### src/rtl/simon_io_pkg.sv
// rtl/simon_io_pkg.sv - Simon MMIO map, button event-word layout and helpers
package simon_io_pkg;

   localparam int BTN_ADDR    = 1000;
   localparam int RAND_ADDR   = 2000;
   localparam int TONE_ADDR   = 3000;

   localparam int NUM_BUTTONS = 4;
   localparam int DATA_W      = 32;
   localparam int CODE_LSB    = 0;
   localparam int VALID_BIT   = 4;
   localparam int OVF_BIT     = 5;

   typedef struct packed {
      logic                   ovf;
      logic                   valid;
      logic [NUM_BUTTONS-1:0] code;
   } evt_word_t;

   // Isolates the lowest set bit, so simultaneous presses resolve to the lowest index.
   function automatic logic [NUM_BUTTONS-1:0] lowest_onehot(input logic [NUM_BUTTONS-1:0] v);
      return v & (~v + 1'b1);
   endfunction

endpackage

### src/rtl/simon_button_capture_if.sv
// rtl/simon_button_capture_if.sv - CPU read port for the button event word
interface simon_button_capture_if;
   import simon_io_pkg::*;

   logic              rd_strobe;
   logic [DATA_W-1:0] rd_data;

   modport master (output rd_strobe, input rd_data);
   modport slave  (input rd_strobe, output rd_data);

endinterface

### src/rtl/button_debouncer.sv
// rtl/button_debouncer.sv - two-flop synchronizer plus stable-count debounce for one button
module button_debouncer #(
   parameter int DEBOUNCE_CYCLES = 50000,
   parameter bit ACTIVE_LOW      = 1'b0
) (
   input  logic clock,
   input  logic reset,
   input  logic btn_raw,
   output logic btn_level
);
   localparam int CNT_W = $clog2(DEBOUNCE_CYCLES + 1);
   localparam logic [CNT_W-1:0] CNT_LAST = CNT_W'(DEBOUNCE_CYCLES - 1);

   logic             sync1_q, sync2_q;
   logic             sync;
   logic [CNT_W-1:0] cnt_q, cnt_d;
   logic             level_q, level_d;

   assign sync = sync2_q ^ ACTIVE_LOW;

   // The flip lands on the edge that would make the count DEBOUNCE_CYCLES, so the counter never holds it.
   always_comb begin
      cnt_d   = '0;
      level_d = level_q;
      if (sync != level_q) begin
         if (cnt_q == CNT_LAST) begin
            level_d = ~level_q;
         end else begin
            cnt_d = cnt_q + 1'b1;
         end
      end
   end

   always_ff @(posedge clock) begin
      if (!reset) begin
         sync1_q <= 1'b0;
         sync2_q <= 1'b0;
         cnt_q   <= '0;
         level_q <= 1'b0;
      end else begin
         sync1_q <= btn_raw;
         sync2_q <= sync1_q;
         cnt_q   <= cnt_d;
         level_q <= level_d;
      end
   end

   assign btn_level = level_q;

endmodule

### src/rtl/simon_button_capture.sv
// rtl/simon_button_capture.sv - debounced button press capture into a read-to-clear event word
module simon_button_capture
   import simon_io_pkg::*;
#(
   parameter int DEBOUNCE_CYCLES = 50000,
   parameter bit ACTIVE_LOW      = 1'b0
) (
   input  logic                   clock,
   input  logic                   reset,
   input  logic [NUM_BUTTONS-1:0] btn_raw,
   simon_button_capture_if.slave  bus,
   output logic [NUM_BUTTONS-1:0] btn_level,
   output logic                   evt_pulse
);
   logic [NUM_BUTTONS-1:0] level_prev_q;
   logic [NUM_BUTTONS-1:0] press;
   logic                   any_press, multi_press;
   evt_word_t              evt_q, evt_d;
   logic                   pulse_q;

   for (genvar b = 0; b < NUM_BUTTONS; b++) begin : g_btn
      button_debouncer #(
         .DEBOUNCE_CYCLES (DEBOUNCE_CYCLES),
         .ACTIVE_LOW      (ACTIVE_LOW)
      ) u_deb (
         .clock     (clock),
         .reset     (reset),
         .btn_raw   (btn_raw[b]),
         .btn_level (btn_level[b])
      );
   end

   assign press       = btn_level & ~level_prev_q;
   assign any_press   = |press;
   assign multi_press = |(press & (press - 1'b1));

   // A read in the press cycle consumes the old word, so the new press loads as if the register were empty.
   always_comb begin
      evt_d = evt_q;
      if (any_press) begin
         if (!evt_q.valid || bus.rd_strobe) begin
            evt_d.code  = lowest_onehot(press);
            evt_d.valid = 1'b1;
            evt_d.ovf   = multi_press;
         end else begin
            evt_d.ovf   = 1'b1;
         end
      end else if (bus.rd_strobe) begin
         evt_d = '0;
      end
   end

   always_ff @(posedge clock) begin
      if (!reset) begin
         level_prev_q <= '0;
         evt_q        <= '0;
         pulse_q      <= 1'b0;
      end else begin
         level_prev_q <= btn_level;
         evt_q        <= evt_d;
         pulse_q      <= any_press;
      end
   end

   always_comb begin
      bus.rd_data                           = '0;
      bus.rd_data[CODE_LSB +: NUM_BUTTONS]  = evt_q.code;
      bus.rd_data[VALID_BIT]                = evt_q.valid;
      bus.rd_data[OVF_BIT]                  = evt_q.ovf;
   end

   assign evt_pulse = pulse_q;

endmodule
### src/flat_wrapper.sv
// flat-port wrapper written by rule: the top's interface ports become plain ports
module simon_button_capture_flat import simon_io_pkg::*;
#(
   parameter int DEBOUNCE_CYCLES = 50000,
   parameter bit ACTIVE_LOW      = 1'b0
)
  (clock, reset, btn_raw, btn_level, evt_pulse, bus_rd_strobe, bus_rd_data);
  simon_button_capture_if bus_i ();
  input  logic clock;
  input  logic reset;
  input  logic [NUM_BUTTONS-1:0] btn_raw;
  output logic [NUM_BUTTONS-1:0] btn_level;
  output logic evt_pulse;
  input wire logic [$bits(bus_i.rd_strobe)-1:0] bus_rd_strobe;
  output wire logic [$bits(bus_i.rd_data)-1:0] bus_rd_data;
  assign bus_i.rd_strobe = bus_rd_strobe;
  assign bus_rd_data = bus_i.rd_data;
  simon_button_capture #(.DEBOUNCE_CYCLES(DEBOUNCE_CYCLES), .ACTIVE_LOW(ACTIVE_LOW)) u_core (.clock(clock), .reset(reset), .btn_raw(btn_raw), .bus(bus_i), .btn_level(btn_level), .evt_pulse(evt_pulse));
endmodule
### config.mk
export PLATFORM = sky130hd
export DESIGN_NAME = simon_button_capture_flat
export DESIGN_NICKNAME = d
export VERILOG_FILES = /design/src/rtl/simon_io_pkg.sv /design/src/rtl/simon_button_capture_if.sv /design/src/rtl/button_debouncer.sv /design/src/rtl/simon_button_capture.sv /design/src/flat_wrapper.sv
export SDC_FILE = /design/constraint.sdc
export NUM_CORES = 1
export LEC_CHECK = 0
export CORE_MARGIN = 1.5
export CORE_UTILIZATION = 55
export CTS_CLUSTER_SIZE = 30
export DETAILED_ROUTE_END_ITERATION = 8
export PLACE_DENSITY = 0.78
export REMOVE_ABC_BUFFERS = 1
export SETUP_SLACK_MARGIN = 0.2
export SYNTH_ARGS = -nofsm -noshare
export SYNTH_HDL_FRONTEND = slang
export SYNTH_SLANG_ARGS = --single-unit
### constraint.sdc
create_clock -name clock -period 1.9 [get_ports clock]
set_input_delay 0.19 -clock clock [delete_from_list [all_inputs] [get_ports clock]]
set_output_delay 0.19 -clock clock [all_outputs]
set_load 0.02 [all_outputs]
==> qor.yml <==
synth_area_mm2: 0.00393
p_seq_frac: 0.587
path_cells: "or4_1 > or4_4 > mux2i_1 > nor2_1"
synth_cell_types: 43
ys_ff_latch: 87
dr_wl_met3_um: 316
firstDrtPassIters: 4
core-area_mm2: 0.00687
critPathMaxFanout: 5
grt_start_max_net_pins: 16
critPathLaunchType: "register"
n_fill_cell: 596
combPwrFrac: 0.035
yosysWarnings: 0
synth.area.top_cells: "dfxtp_1 (44%), xnor2_1 (10%), nor2_1 (7.5%)"
yosys.cell_count.top_type: "dfxtp_1"
min_period_over_period: 0.924
power_density_mw_per_mm2: 709
wl_met1_mm: 3.18
cts-root-buf: "clkbuf_8"
finalWorstSetupSlack_ps: 144
tritoncts: "built"
run_status: "complete, no violations"
setup_viol: 0
fin_nets: 479
synth_top_area_frac: 0.443
worst_ep_arrival_time_ps: 1980
drv_cap: 0
cp-end-kind: "register"
synthArstFlopShare: 0
fp.dieArea_mm2: 0.00766
multi_input_area_mm2: 0.00199
cts_buffers: 9
hold_violations: 0
p_switching_mw: 0.691
fmax_mhz: 570
hold_path_class: "primary input to register"
ant_nets: 0
drtIter0Drc: 122
start_util: 0.572
drive_above_1_share: 0.106
clock-sinks: 87
area_delta_synth_final_pct: 12.2
grt_overflow: 0
vias_per_cell: 5.18
yosysSeqAreaShare: 0.443
drc: 0
placed_cells: 547
h-tree-depth: 3
netlist_top_cells_count: "dfxtp_1 (87), nor2_1 (79), xnor2_1 (47)"
cts-root-to-sink-buffers: 2
cp.required_ps: 2130
routed-via-count: 2941
antenna_found_initial: 0
top_layer: "met4"
insertion_delay_ps: 340
setup-tns-final_ps: 0
pre_cts_ws_ps: 99.1
internal-power_mw: 2.44
wl_met2_mm: 3.52
vdd_drop_max_mv: 0.568
skew_ps: 5.90
hpwlAfterDp_mm: 4.75
row_count: 30
syn_area_per_cell_um2: 9.03
fp.dieH_um: 87.5
clkPwrFrac: 0.377
cpPeakStageDelay_ps: 550
clk_pin_slew_worst_paths_ps: 80
dieWidth_um: 87.5
switching_share: 0.221
synth_cells: 435
totalWireLength_mm: 7.08
first_global_vias: 2588
instances_no_fill: 568
p_leak_nw: 1.43
port_buffers: 17
diodes: 0
finalWeightedCongestion: 0.835
drv_slew: 0
post_drt_wl_per_cell_um: 12.5
seq_area_mm2: 0.00175
cpMaxStageDelayCell: "or4_4"
synth-edff-count: 0
period_needed_ps: 1760
fin_util: 0.642
rsz0062_at_grt: "true"
grt_pass1_wl_mm: 11.7
synth_top_cell_by_area: "dfxtp_1"
grt.total_usage: 0.195
io_pins: 44
critPathKind: "register to register"
synth_ff_type: "dfxtp_1"
-- registers in the layout (all words and copies together), names as in the netlist --
| name | count |
|---|---|
| u_core.g_btn.u_deb.cnt_q | 64 |
| u_core.g_btn.u_deb.sync1_q | 4 |
| u_core.evt_pulse | 1 |
| u_core.g_btn.u_deb.btn_level | 4 |
| u_core.g_btn.u_deb.sync | 4 |
| u_core.bus.rd_data | 6 |
| u_core.level_prev_q | 4 |
-- per-layer routing --
| metal | vias up | GRT usage |
|---|---|---|
| met4 | 0 | 0.0592 |
| li1 | 1487 | - |
| met2 | 68 | 0.313 |
| met3 | 7 | 0.0481 |
| met1 | 1379 | 0.261 |
| met5 | - | 0 |
-- stage by stage --
stage               hold WS (ps)  power (mW)  area [um^2]
finish                       422        3.13         4410
global route                 418        3.24         4410
CTS                          411        3.14         4350
detailed placement           419        1.98         4120
global placement             415        1.98         4120
floorplan                    291        1.95         3740
-- placed cells by master, fill, tap and decap left out, types with 2 or more instances in the layout --
master,synthesis,final
nor2_1,79,79
dfxtp_1,87,79
xnor2_1,47,47
conb_1,1,26
nand3_1,23,23
inv_1,17,17
clkdlybuf4s50_1,0,17
nand4_1,16,16
nor3_1,16,15
nand2_1,15,15
nor4_1,15,15
buf_4,31,14
xor2_1,12,12
and2_1,12,12
clkbuf_8,0,12
dfxtp_2,0,7
nor2b_1,6,6
and3_1,4,4
mux2i_1,4,4
a21oi_1,4,4
nand3_4,2,3
nand2b_1,3,3
o21ai_0,3,3
nand3b_1,3,3
ha_1,4,3
nand4b_1,2,2
or4_4,2,2
or4b_1,3,2
o41ai_1,2,2
a31oi_1,2,2
clkinvlp_4,0,2
buf_6,2,2
-- power groups by stage --
stage | Combinational [mW] | Clock [mW] | Sequential, mW
after floorplan | 0.0679 | 0 | 1.88
after global placement | 0.101 | 0 | 1.88
after detailed placement | 0.102 | 0 | 1.88
after CTS | 0.107 | 1.20 | 1.84
after global routing | 0.122 | 1.28 | 1.84
final | 0.110 | 1.18 | 1.84
-- worst paths after layout --
check,end,slack [ps],startpoint,cells after the start
setup / recovery,u_core.g_btn[2].u_deb.btn_level,140,u_core.g_btn[2].u_deb.cnt_q[5],4
hold / removal,u_core.g_btn[3].u_deb.sync1_q,420,btn_raw[3],2
setup reg to reg,u_core.g_btn[2].u_deb.btn_level,140,u_core.g_btn[2].u_deb.cnt_q[5],4
hold reg to reg,u_core.g_btn[3].u_deb.sync,440,u_core.g_btn[3].u_deb.sync1_q,1
-- worst max-delay path, delay by kind of cell, from the launching register on --
kind	cells	cell delay (ps)
multiplexers	1	180
AND/OR/NAND/NOR	3	1100
flip-flops	1	360
-- cell type report --
class,count,share of cell area
inverter,17,0.0145
tap,96,0.0272
clock buffer,13,0.0383
timing repair buffer,33,0.0675
sequential,87,0.398
clock inverter,2,0.00340
multi-input combinational,320,0.451
-- kinds of logic (layout without fill, tap and decap cells) --
group           after synthesis  in the layout  synth area share
xor+xnor                     59             59             0.131
simple gates                211            213             0.289
other cells                   1             26          0.000954
flops                        87             87             0.443
mux                           4              4            0.0102
compound gates               13             13            0.0207
fa+ha+maj                     5              5            0.0153
buf+inv                      55             65            0.0888
-- repair_timing --
action                                  in CTS  in global routing
endpoints found under the setup margin      48                 33
gates resized for setup                      5                 14
hold buffers                                 0                  0
cloned                                       2                  1
buffers inserted                             1                  2
pin swaps                                    6                  4
endpoints found under the hold margin        0                  0
Note: power is estimated with default switching activity, not from simulation.
